## config.mk

```make
export PLATFORM = sky130hd
export DESIGN_NAME = spi_fpga_slave
export DESIGN_NICKNAME = d
export VERILOG_FILES = /design/src/rtl/spi_fpga_slave.sv
export SDC_FILE = /design/constraint.sdc
export NUM_CORES = 1
export LEC_CHECK = 0
export CORE_AREA = 2 2 83 69
export DETAILED_ROUTE_END_ITERATION = 8
export DIE_AREA = 0 0 85 71
export PLACE_DENSITY_LB_ADDON = 0.08
export SLEW_MARGIN = 5
export SYNTH_ARGS = -nofsm -noshare
export SYNTH_HDL_FRONTEND = slang
export SYNTH_SLANG_ARGS = --single-unit
```

## constraint.sdc

```tcl
create_clock -name I_clk -period 2.3 [get_ports I_clk]
set_input_delay 0.345 -clock I_clk [delete_from_list [all_inputs] [get_ports I_clk]]
set_output_delay 0.345 -clock I_clk [all_outputs]
set_load 0.02 [all_outputs]
```

## src/rtl/spi_fpga_slave.sv

```systemverilog
// SPI slave front end (ADI frame format) driving an FPGA register file.
// Optional `SPI_3WIRE_EN selects 3-wire SDIO output-enable behaviour.
module spi_fpga_slave #(
  parameter int unsigned SYNC_STAGES = 2,
  parameter int unsigned INSTR_BITS  = 16
) (
  input  logic       I_clk,
  input  logic       I_reset,
  input  logic       I_sclk,
  input  logic       I_csb,
  input  logic       I_sdi,
  input  logic [7:0] I_dout,
  output logic       O_sdo,
  output logic       O_sdo_oe,
  output logic       O_enable,
  output logic       O_wen,
  output logic [7:0] O_addr,
  output logic [7:0] O_din
);

  localparam int unsigned BCW = $clog2(INSTR_BITS);

  typedef enum logic [1:0] {IDLE, INSTR, DATA, DONE} state_e;

  // Synchronizers carry no reset so a mid-frame reset cannot fabricate a CSB edge.
  logic [SYNC_STAGES-1:0] sclk_sync_q, csb_sync_q, sdi_sync_q;
  logic                   sclk_prev_q, csb_prev_q;

  always_ff @(posedge I_clk) begin
    sclk_sync_q <= {sclk_sync_q[SYNC_STAGES-2:0], I_sclk};
    csb_sync_q  <= {csb_sync_q[SYNC_STAGES-2:0], I_csb};
    sdi_sync_q  <= {sdi_sync_q[SYNC_STAGES-2:0], I_sdi};
    sclk_prev_q <= sclk_sync_q[SYNC_STAGES-1];
    csb_prev_q  <= csb_sync_q[SYNC_STAGES-1];
  end

  logic sclk_s, csb_s, sdi_s;
  logic sclk_rise, sclk_fall, csb_rise, csb_fall;

  assign sclk_s    = sclk_sync_q[SYNC_STAGES-1];
  assign csb_s     = csb_sync_q[SYNC_STAGES-1];
  assign sdi_s     = sdi_sync_q[SYNC_STAGES-1];
  assign sclk_rise = sclk_s & ~sclk_prev_q;
  assign sclk_fall = ~sclk_s & sclk_prev_q;
  assign csb_rise  = csb_s & ~csb_prev_q;
  assign csb_fall  = ~csb_s & csb_prev_q;

  state_e                state_q;
  logic [BCW-1:0]        bitcnt_q;
  logic [INSTR_BITS-2:0] instr_q;
  logic [INSTR_BITS-1:0] instr_d;
  logic                  rw_q, stream_q, load_q, dec_q, wen_q;
  logic [1:0]            cnt_q;
  logic [7:0]            rd_sh_q, addr_q, din_q;

  always_comb begin
    instr_d = {instr_q, sdi_s};
  end

  // cnt_q holds bytes remaining minus one; streaming frames never exhaust it.
  always_ff @(posedge I_clk) begin
    if (I_reset) begin
      state_q  <= IDLE;
      bitcnt_q <= '0;
      instr_q  <= '0;
      rw_q     <= 1'b0;
      stream_q <= 1'b0;
      cnt_q    <= '0;
      rd_sh_q  <= '0;
      load_q   <= 1'b0;
      dec_q    <= 1'b0;
      wen_q    <= 1'b0;
      addr_q   <= '0;
      din_q    <= '0;
    end else begin
      wen_q  <= 1'b0;
      load_q <= 1'b0;
      dec_q  <= 1'b0;
      if (csb_rise) begin
        state_q <= IDLE;
      end else begin
        case (state_q)
          IDLE: begin
            if (csb_fall) begin
              state_q  <= INSTR;
              bitcnt_q <= '0;
            end
          end
          INSTR: begin
            if (sclk_rise) begin
              instr_q <= instr_d[INSTR_BITS-2:0];
              if (bitcnt_q == BCW'(INSTR_BITS - 1)) begin
                rw_q     <= instr_d[15];
                stream_q <= &instr_d[14:13];
                cnt_q    <= instr_d[14:13];
                addr_q   <= instr_d[7:0];
                load_q   <= instr_d[15];
                rd_sh_q  <= '0;
                bitcnt_q <= '0;
                state_q  <= DATA;
              end else begin
                bitcnt_q <= bitcnt_q + 1'b1;
              end
            end
          end
          DATA: begin
            // The first fall of a byte follows the boundary rise, so it must not shift.
            if (load_q)
              rd_sh_q <= I_dout;
            else if (sclk_fall && rw_q && bitcnt_q != '0)
              rd_sh_q <= {rd_sh_q[6:0], 1'b0};
            if (dec_q) begin
              addr_q <= addr_q - 8'd1;
              if (!stream_q && cnt_q == 2'd0) state_q <= DONE;
              else if (!stream_q)             cnt_q   <= cnt_q - 2'd1;
            end
            if (sclk_rise) begin
              instr_q <= instr_d[INSTR_BITS-2:0];
              if (bitcnt_q == BCW'(7)) begin
                bitcnt_q <= '0;
                if (rw_q) begin
                  addr_q <= addr_q - 8'd1;
                  if (!stream_q && cnt_q == 2'd0) begin
                    state_q <= DONE;
                  end else begin
                    load_q <= 1'b1;
                    if (!stream_q) cnt_q <= cnt_q - 2'd1;
                  end
                end else begin
                  din_q <= instr_d[7:0];
                  wen_q <= 1'b1;
                  dec_q <= 1'b1;
                end
              end else begin
                bitcnt_q <= bitcnt_q + 1'b1;
              end
            end
          end
          default: ;
        endcase
      end
    end
  end

  assign O_enable = (state_q != IDLE);
  assign O_sdo    = (state_q == DATA) && rw_q && rd_sh_q[7];
  assign O_wen    = wen_q;
  assign O_addr   = addr_q;
  assign O_din    = din_q;

`ifdef SPI_3WIRE_EN
  assign O_sdo_oe = (state_q == DATA) && rw_q;
`else
  assign O_sdo_oe = (state_q != IDLE);
`endif

endmodule

```

==> results of run 1 <==
report_power, final:
group	leakage (nW)	switching (W)	total (W)	internal (W)
registers	0.479	0.0000132	0.00105	0.00104
logic	0.591	0.000115	0.000199	0.0000842
clock network	0.0988	0.000453	0.000972	0.000518
kinds of logic (layout without fill, tap and decap cells):
logic type,Yosys count,count (layout)
simple gates,128,128
compound gates,67,67
flops,59,59
buf+inv,34,70
mux,20,20
fa+ha+maj,8,8
xor+xnor,2,2
cells in the final DEF (no fill, tap or decap), types with 2 or more instances in the layout:
master           Yosys  final
a21boi_0             5      5
a21oi_1             29     29
a31oi_1             10     10
and2_1               3      3
and3_1               4      4
and3_2               2      2
buf_4                1      7
clkbuf_8             1      9
clkdlybuf4s50_1      0     32
clkinvlp_4           0      2
dfxtp_1             59     59
ha_1                 8      7
inv_1               13     13
inv_6                0      3
mux2_2               7      7
mux2i_1             13     13
nand2_1             47     47
nand2b_2             2      2
nand3_1             17     17
nor2_1              23     23
nor2b_1              2      2
nor3_1               4      4
nor3b_1              2      2
nor4_1               5      5
o211ai_1             2      2
o21ai_0              5      5
o32ai_1              3      3
or4_1                5      5
sequential cells by signal, indices dropped and copies added, names as in the netlist, 2 cells and up:
name         flops
bitcnt_q         4
csb_sync_q       2
sclk_sync_q      2
sdi_sync_q       2
rd_sh_q          8
O_addr           8
state_q          2
instr_q         15
O_din            8
cnt_q            2
worst max-delay path, cell delays in order (launching register included):
cell and delay, ns:
dfxtp_1 0.40, ha_2 0.29, and3_1 0.18, clkdlybuf4s50_1 0.60
cell type report:
class                      count  area [um2]  area share
clock buffer                   9         124      0.0371
clock inverter                 7        82.6      0.0247
inverter                      14        52.6      0.0157
multi-input combinational    225        1420       0.427
sequential                    59        1180       0.354
tap                           65        81.3      0.0244
timing repair buffer          40         393       0.118
synthesized netlist by cell type, types with 2 or more instances:
cell type / count
mux2i_1: 13
nor2_1: 23
mux2_2: 7
nor3_1: 4
buf_2: 2
nand3_1: 17
a21boi_0: 5
and3_2: 2
dfxtp_1: 59
clkbuf_1: 12
inv_1: 13
o211ai_1: 2
nand2b_2: 2
nor2b_1: 2
and2_1: 3
ha_1: 8
or4_1: 5
nor4_1: 5
and3_1: 4
buf_6: 2
nor3b_1: 2
o32ai_1: 3
nand2_1: 47
o21ai_0: 5
a31oi_1: 10
a21oi_1: 29
path summary, 6_finish.rpt:
kind	from	depth (start not counted)	slack, ns	endpoint
max	state_q[1]$_SDFFE_PP0P_	3	0.15	O_sdo
min	sdi_sync_q[0]$_DFF_P_	0	0.33	sdi_sync_q[1]$_DFF_P_
max reg2reg	bitcnt_q[1]$_SDFFE_PP0P_	6	0.25	O_addr[6]$_SDFFE_PP0P_
min reg2reg	sdi_sync_q[0]$_DFF_P_	0	0.33	sdi_sync_q[1]$_DFF_P_
metrics by stage:
step / hold WS (ns) / power [W] / cell area, um2 / instances / util
6_report: 0.330 / 0.00222 / 3340 / 419 / 0.635
3_3_place_gp: 0.310 / 0.00127 / 3130 / 403 / 0.595
3_5_place_dp: 0.315 / 0.00127 / 3130 / 403 / 0.595
2_1_floorplan: 0.310 / 0.00120 / 2780 / 318 / -
4_1_cts: 0.335 / 0.00225 / 3340 / 419 / 0.635
5_1_grt: 0.337 / 0.00232 / 3340 / 419 / 0.635
layer usage:
| metal | GRT usage | up-vias | share of wire |
|---|---|---|---|
| li1 | - | 1191 | - |
| met1 | 0.306 | 1108 | 0.50 |
| met2 | 0.322 | 59 | 0.44 |
| met3 | 0.0747 | 5 | 0.056 |
| met4 | 0.0582 | 0 | 0.0065 |
| met5 | 0 | - | 0 |
what timing repair did:
item	CTS	global route
setup endpoints to repair	0	1
setup buffers	0	0
gates resized for setup	0	1
==> metrics.md, run 1 <==
| Metric | Value |
|---|---|
| Fin worst setup slack | `0.145 ns` |
| Synth Area in Adders | `0.0361` |
| Worst-path maximum fanout | `5` |
| Core area | `5260 um2` |
| Post-synth EDFFs | `0` |
| CTS HTree Levels | `3` |
| WP data required | `1.96 ns` |
| Initial antenna violation count | `0` |
| Rel. slew slack | `0.619` |
| RSZ-0062 raised after global routing | `false` |
| Routed len/inst | `14.4 um` |
| Post-Synth XOR/XNOR Area | `0.00631` |
| Row cnt | `24` |
| Fin. Hold Viols | `0` |
| Root buf cell | `clkbuf_8` |
| Syn Area/Cell | `8.73 um2` |
| Clk_skew | `0.0130 ns` |
| Clock Sinks | `59` |
| Mux cell area share after synthesis | `0.0753` |
| LEAKAGE | `1.17 nW` |
| #FFs+latches synth | `59` |
| Global Route Usage Sum | `0.218` |
| Remaining Overflow, GRT | `0` |
| Setup crit start kind | `flop` |
| First-pass GRT wire length | `10400 um` |
| Layout cells sized above 1 | `0.133` |
| Final critical-path required period | `2.15 ns` |
| Fin nets | `370` |
| Largest family of logic cells by synthesized area | `simple AND/OR/NAND/NOR gates` |
| Synth top area share | `0.426` |
| Post-synthesis async set-or-reset flop share | `0` |
| CP arrival | `1.81 ns` |
| Initial Utilization | `0.528` |
| Netlist cell types | `58` |
| Slew @ Worst Pin | `0.571 ns` |
| Cells after synthesis | `318` |
| Power Density | `665 nW/um2` |
| Synthesized cell area | `2780 um2` |
| 1st-pass router iterations | `4` |
| Most common flop cell mapped by yosys | `dfxtp_1` |
| HPWL Detailed | `4160 um` |
| Area contributors post-synth | `dfxtp_1 43%, nand2_1 6.4%, a21oi_1 5.2%` |
| DR DRC count | `0` |
| Inserted Clock Buffers | `9` |
| CP Capture Type | `primary output` |
| Post-synthesis compound-gate area fraction | `0.158` |
| Number of global-route vias before repair | `2181` |
| Post-route ant nets | `0` |
| Final worst path period share | `0.937` |
| DR iter-0 viols | `140` |
| WS Path Type | `flop to primary output` |
| Diode count | `0` |
| CTS tree | `yes` |
| Clock slew at reported path FFs | `0.08 ns` |
| GPL Wtd Cong | `0.896` |
| Syn. warnings | `0` |
| Area growth, synth to finish | `20.3%` |
| Vias per cell | `5.64` |
| Slew Viols, Final | `0` |
| Final WL | `6030 um` |
| Die span in y | `71 um` |
| Clock Path Buffers | `2` |
| Clk Latency, worst-skew pair | `0.34 ns` |
| Sequential area share after synthesis | `0.426` |
| I/O pin count | `33` |
| Via count | `2363` |
| Synth area leader | `dfxtp_1` |
| Die area | `6040 um2` |
| Layout fillers | `435` |
| Final setup TNS | `0 ns` |
| Pre-CTS setup slack | `0.286 ns` |
| Syn Nets | `339` |
| Worst vdd ir | `0.493 mV` |
| Final setup violating endpoints | `0` |
| Hold Path Class | `flop to flop` |
| # port buffers | `32` |
| Hold_buf cts | `0` |
| Run status | `finished clean` |
| Die Width | `85 um` |
| F_max | `0.464 GHz` |
| Number of max-cap violations | `0` |
| Largest net degree at the start of global routing | `48` |
| Simple-gate area share of the yosys netlist | `0.237` |
(Power assumes the default switching activity.)
==> run 2, diff against run 1 <==
Settings changed: CORE_AREA 2 2 83 69 to 2 2 87 72, DIE_AREA 0 0 85 71 to 0 0 89 74.
Clock period 2.3 ns to 1.8 ns, I/O delays scaled along.
==> metrics.md, run 2 (synthesis results as in run 1) <==
| Metric | Value |
|---|---|
| Worst-path maximum fanout | `4 (-1)` |
| Fin. Hold Viols | `0 (unchanged)` |
| Number of max-cap violations | `0 (unchanged)` |
| HPWL Detailed | `4440 um (+6.6%)` |
| Number of global-route vias before repair | `2277 (+4.4%)` |
| Global Route Usage Sum | `0.214 (-0.00413)` |
| Fin worst setup slack | `0.0754 ns (-0.0697 ns)` |
| Worst hold path depth | `0 (unchanged)` |
| Inserted Clock Buffers | `9 (unchanged)` |
| Max reg flops | `15 (unchanged)` |
| Root buf cell | `clkbuf_8` |
| CTS HTree Levels | `3 (unchanged)` |
| Internal power | `0.00228 W (+39%)` |
| Net Sw Frac | `0.249 (-0.0129)` |
| LEAKAGE | `1.36 nW (+17%)` |
| Row cnt | `25 (+4.2%)` |
| Area growth, synth to finish | `35.0%` |
| Hold path startpoint | `csb_sync_q[0]$_DFF_P_` |
| R2R cell count | `7 (+1)` |
| Initial Utilization | `0.482 (-0.0459)` |
| Clock Path Buffers | `2 (unchanged)` |
| Rel. slew slack | `0.806 (+0.186)` |
| Initial antenna violation count | `0 (unchanged)` |
| Layout cells sized above 1 | `0.255 (+0.122)` |
| Clk Latency, worst-skew pair | `0.34 ns (about the same)` |
| Worst path cell trace | `inv_1 > ha_4 > or3b_4 > o311ai_2 > and3_4 > mux2i_1 > nor2_1` |
| Flop-to-flop setup slack | `0.08 ns (-0.17 ns)` |
| Vias per cell | `5.29 (-6.3%)` |
| Commonest non-fill, non-tap cell in the layout | `dfxtp_1` |
| Die span in y | `74 um (+4.2%)` |
| Final WL | `6530 um (+8.4%)` |
| R2R Path Start | `cnt_q[0]$_SDFFE_PP0P_` |
| DR DRC count | `0 (unchanged)` |
| I/O pin count | `33 (unchanged)` |
| WS Path Type | `flop to flop` |
| Worst Hold Endpoint | `csb_sync_q[1]$_DFF_P_` |
| Clock power share | `0.446 (+0.009)` |
| Pre-CTS setup slack | `-0.0662 ns (-0.352 ns)` |
| Clock Sinks | `59 (unchanged)` |
| Fin nets | `400 (+8.1%)` |
| Post-route ant nets | `0 (unchanged)` |
| CP Capture Type | `flop` |
| Final setup violating endpoints | `0 (unchanged)` |
| Slew @ Worst Pin | `0.290 ns (-0.281 ns)` |
| Setup crit start kind | `flop` |
| Net Sw Power | `0.000755 W (+30%)` |
| Largest net degree at the start of global routing | `48 (unchanged)` |
| Core area | `5760 um2 (+9.5%)` |
| Die area | `6590 um2 (+9.1%)` |
| First-pass GRT wire length | `10800 um (+3.7%)` |
| Hold Path Class | `flop to flop` |
| # port buffers | `32 (unchanged)` |
| Slew Viols, Final | `0 (unchanged)` |
| CTS tree | `yes` |
| Final setup TNS | `0 ns (unchanged)` |
| 1st-pass router iterations | `4 (unchanged)` |
| GPL Wtd Cong | `0.841 (-6.2%)` |
| CP arrival | `1.95 ns (+0.14 ns)` |
| Routed len/inst | `14.0 um (-2.4%)` |
| F_max | `0.580 GHz` |
| Power Density | `810 nW/um2 (+22%)` |
| Reg power frac | `0.444 (-0.029)` |
| Clk_skew | `0.0103 ns (-0.00271 ns)` |
| R2r endpoint | `cnt_q[1]$_SDFFE_PP0P_` |
| RSZ-0062 raised after global routing | `true` |
| Slowest cell on the critical path | `or3b_4` |
| Largest Register | `instr_q` |
| Diode count | `0 (unchanged)` |
| DR iter-0 viols | `139 (-0.71%)` |
| Worst vdd ir | `0.486 mV (-1.4%)` |
| Remaining Overflow, GRT | `0 (unchanged)` |
| Via count | `2458 (+4.0%)` |
| Hold WS | `0.330 ns (-0.000735 ns)` |
| Final worst path period share | `0.958` |
| Commonest cells after routing, fill and taps aside | `53 x dfxtp_1, 47 x nand2_1, 34 x buf_4, 29 x a21oi_1, 29 x clkdlybuf4s50_1` |
| CP max stage delay | `0.36 ns (-0.24 ns)` |
| CP top delay family | `simple AND/OR/NAND/NOR gates` |
| Critical path buffer and inverter count | `1 (unchanged)` |
| Clock slew at reported path FFs | `0.07 ns (about the same)` |
| Die Width | `89 um (+4.7%)` |
| Run status | `finished clean` |
| WP data required | `2.02 ns (+0.06 ns)` |
| Combinational share of power | `0.110 (+0.020)` |
| Final critical-path required period | `1.72 ns` |
==> run 2: worst register-to-register path, cell delays in order (launching register included) <==
cell and delay, ns:
dfxtp_2 0.33, inv_1 0.06, ha_4 0.17, or3b_4 0.36, o311ai_2 0.23, and3_4 0.24, mux2i_1 0.18, nor2_1 0.05
==> run 2: per-stage QoR <==
step / total power [W] / utilization / cell area (um2) / instances
after floorplan: 0.00154 / - / 2780 / 318
after global placement: 0.00167 / 0.585 / 3370 / 445
after detailed placement: 0.00167 / 0.585 / 3370 / 445
after CTS: 0.00303 / 0.632 / 3640 / 462
after global routing: 0.00315 / 0.651 / 3750 / 465
final: 0.00303 / 0.651 / 3750 / 465
==> run 2: area by class of cell <==
type | count | area [um2]
repair buffers | 70 | 644
fillers | 511 | 2010
clock buffers | 9 | 124
well taps | 81 | 101
clock inverters | 7 | 98.8
inverters | 14 | 55.1
multi-input cells | 225 | 1530
flip-flops and latches | 59 | 1190
==> run 2: power by group through the flow <==
stage | Combinational [W] | Sequential, W | Clock (W)
finish | 0.000334 | 0.00135 | 0.00135
global route | 0.000365 | 0.00135 | 0.00143
CTS | 0.000312 | 0.00134 | 0.00138
detailed placement | 0.000304 | 0.00137 | 0
global placement | 0.000302 | 0.00137 | 0
floorplan | 0.000167 | 0.00137 | 0
==> run 2: worst max path at each step <==
| stage | from | endpoint | slack [ns] | depth (start not counted) |
|---|---|---|---|---|
| 2_1_floorplan | state_q[0]$_SDFFE_PP0P_ | O_din[0]$_SDFFE_PP0P_ | 0.01 | 7 |
| 3_3_place_gp | state_q[1]$_SDFFE_PP0P_ | bitcnt_q[2]$_SDFFE_PP0P_ | -0.06 | 6 |
| 3_5_place_dp | state_q[0]$_SDFFE_PP0P_ | bitcnt_q[2]$_SDFFE_PP0P_ | -0.07 | 7 |
| 4_1_cts | state_q[0]$_SDFFE_PP0P_ | O_din[3]$_SDFFE_PP0P_ | -0.004 | 8 |
| 5_1_grt | cnt_q[0]$_SDFFE_PP0P_ | cnt_q[1]$_SDFFE_PP0P_ | -0.04 | 7 |
| 6_report | cnt_q[0]$_SDFFE_PP0P_ | cnt_q[1]$_SDFFE_PP0P_ | 0.08 | 7 |
==> run 2: timing repair <==
| action | CTS | global route |
|---|---|---|
| hold buffers | 0 | 0 |
| gates resized for setup | 14 | 21 |
| setup endpoints to repair | 27 | 26 |
| pin swaps | 1 | 9 |
| setup buffers | 1 | 3 |
==> run 2: per-layer routing <==
metal  GRT usage  vias to the layer above  routed length [um]
li1            -                     1244                   -
met1       0.302                     1156                3340
met2       0.318                       50                2880
met3      0.0566                        8                 241
met4      0.0746                        0                  73
met5           0                        -                   0
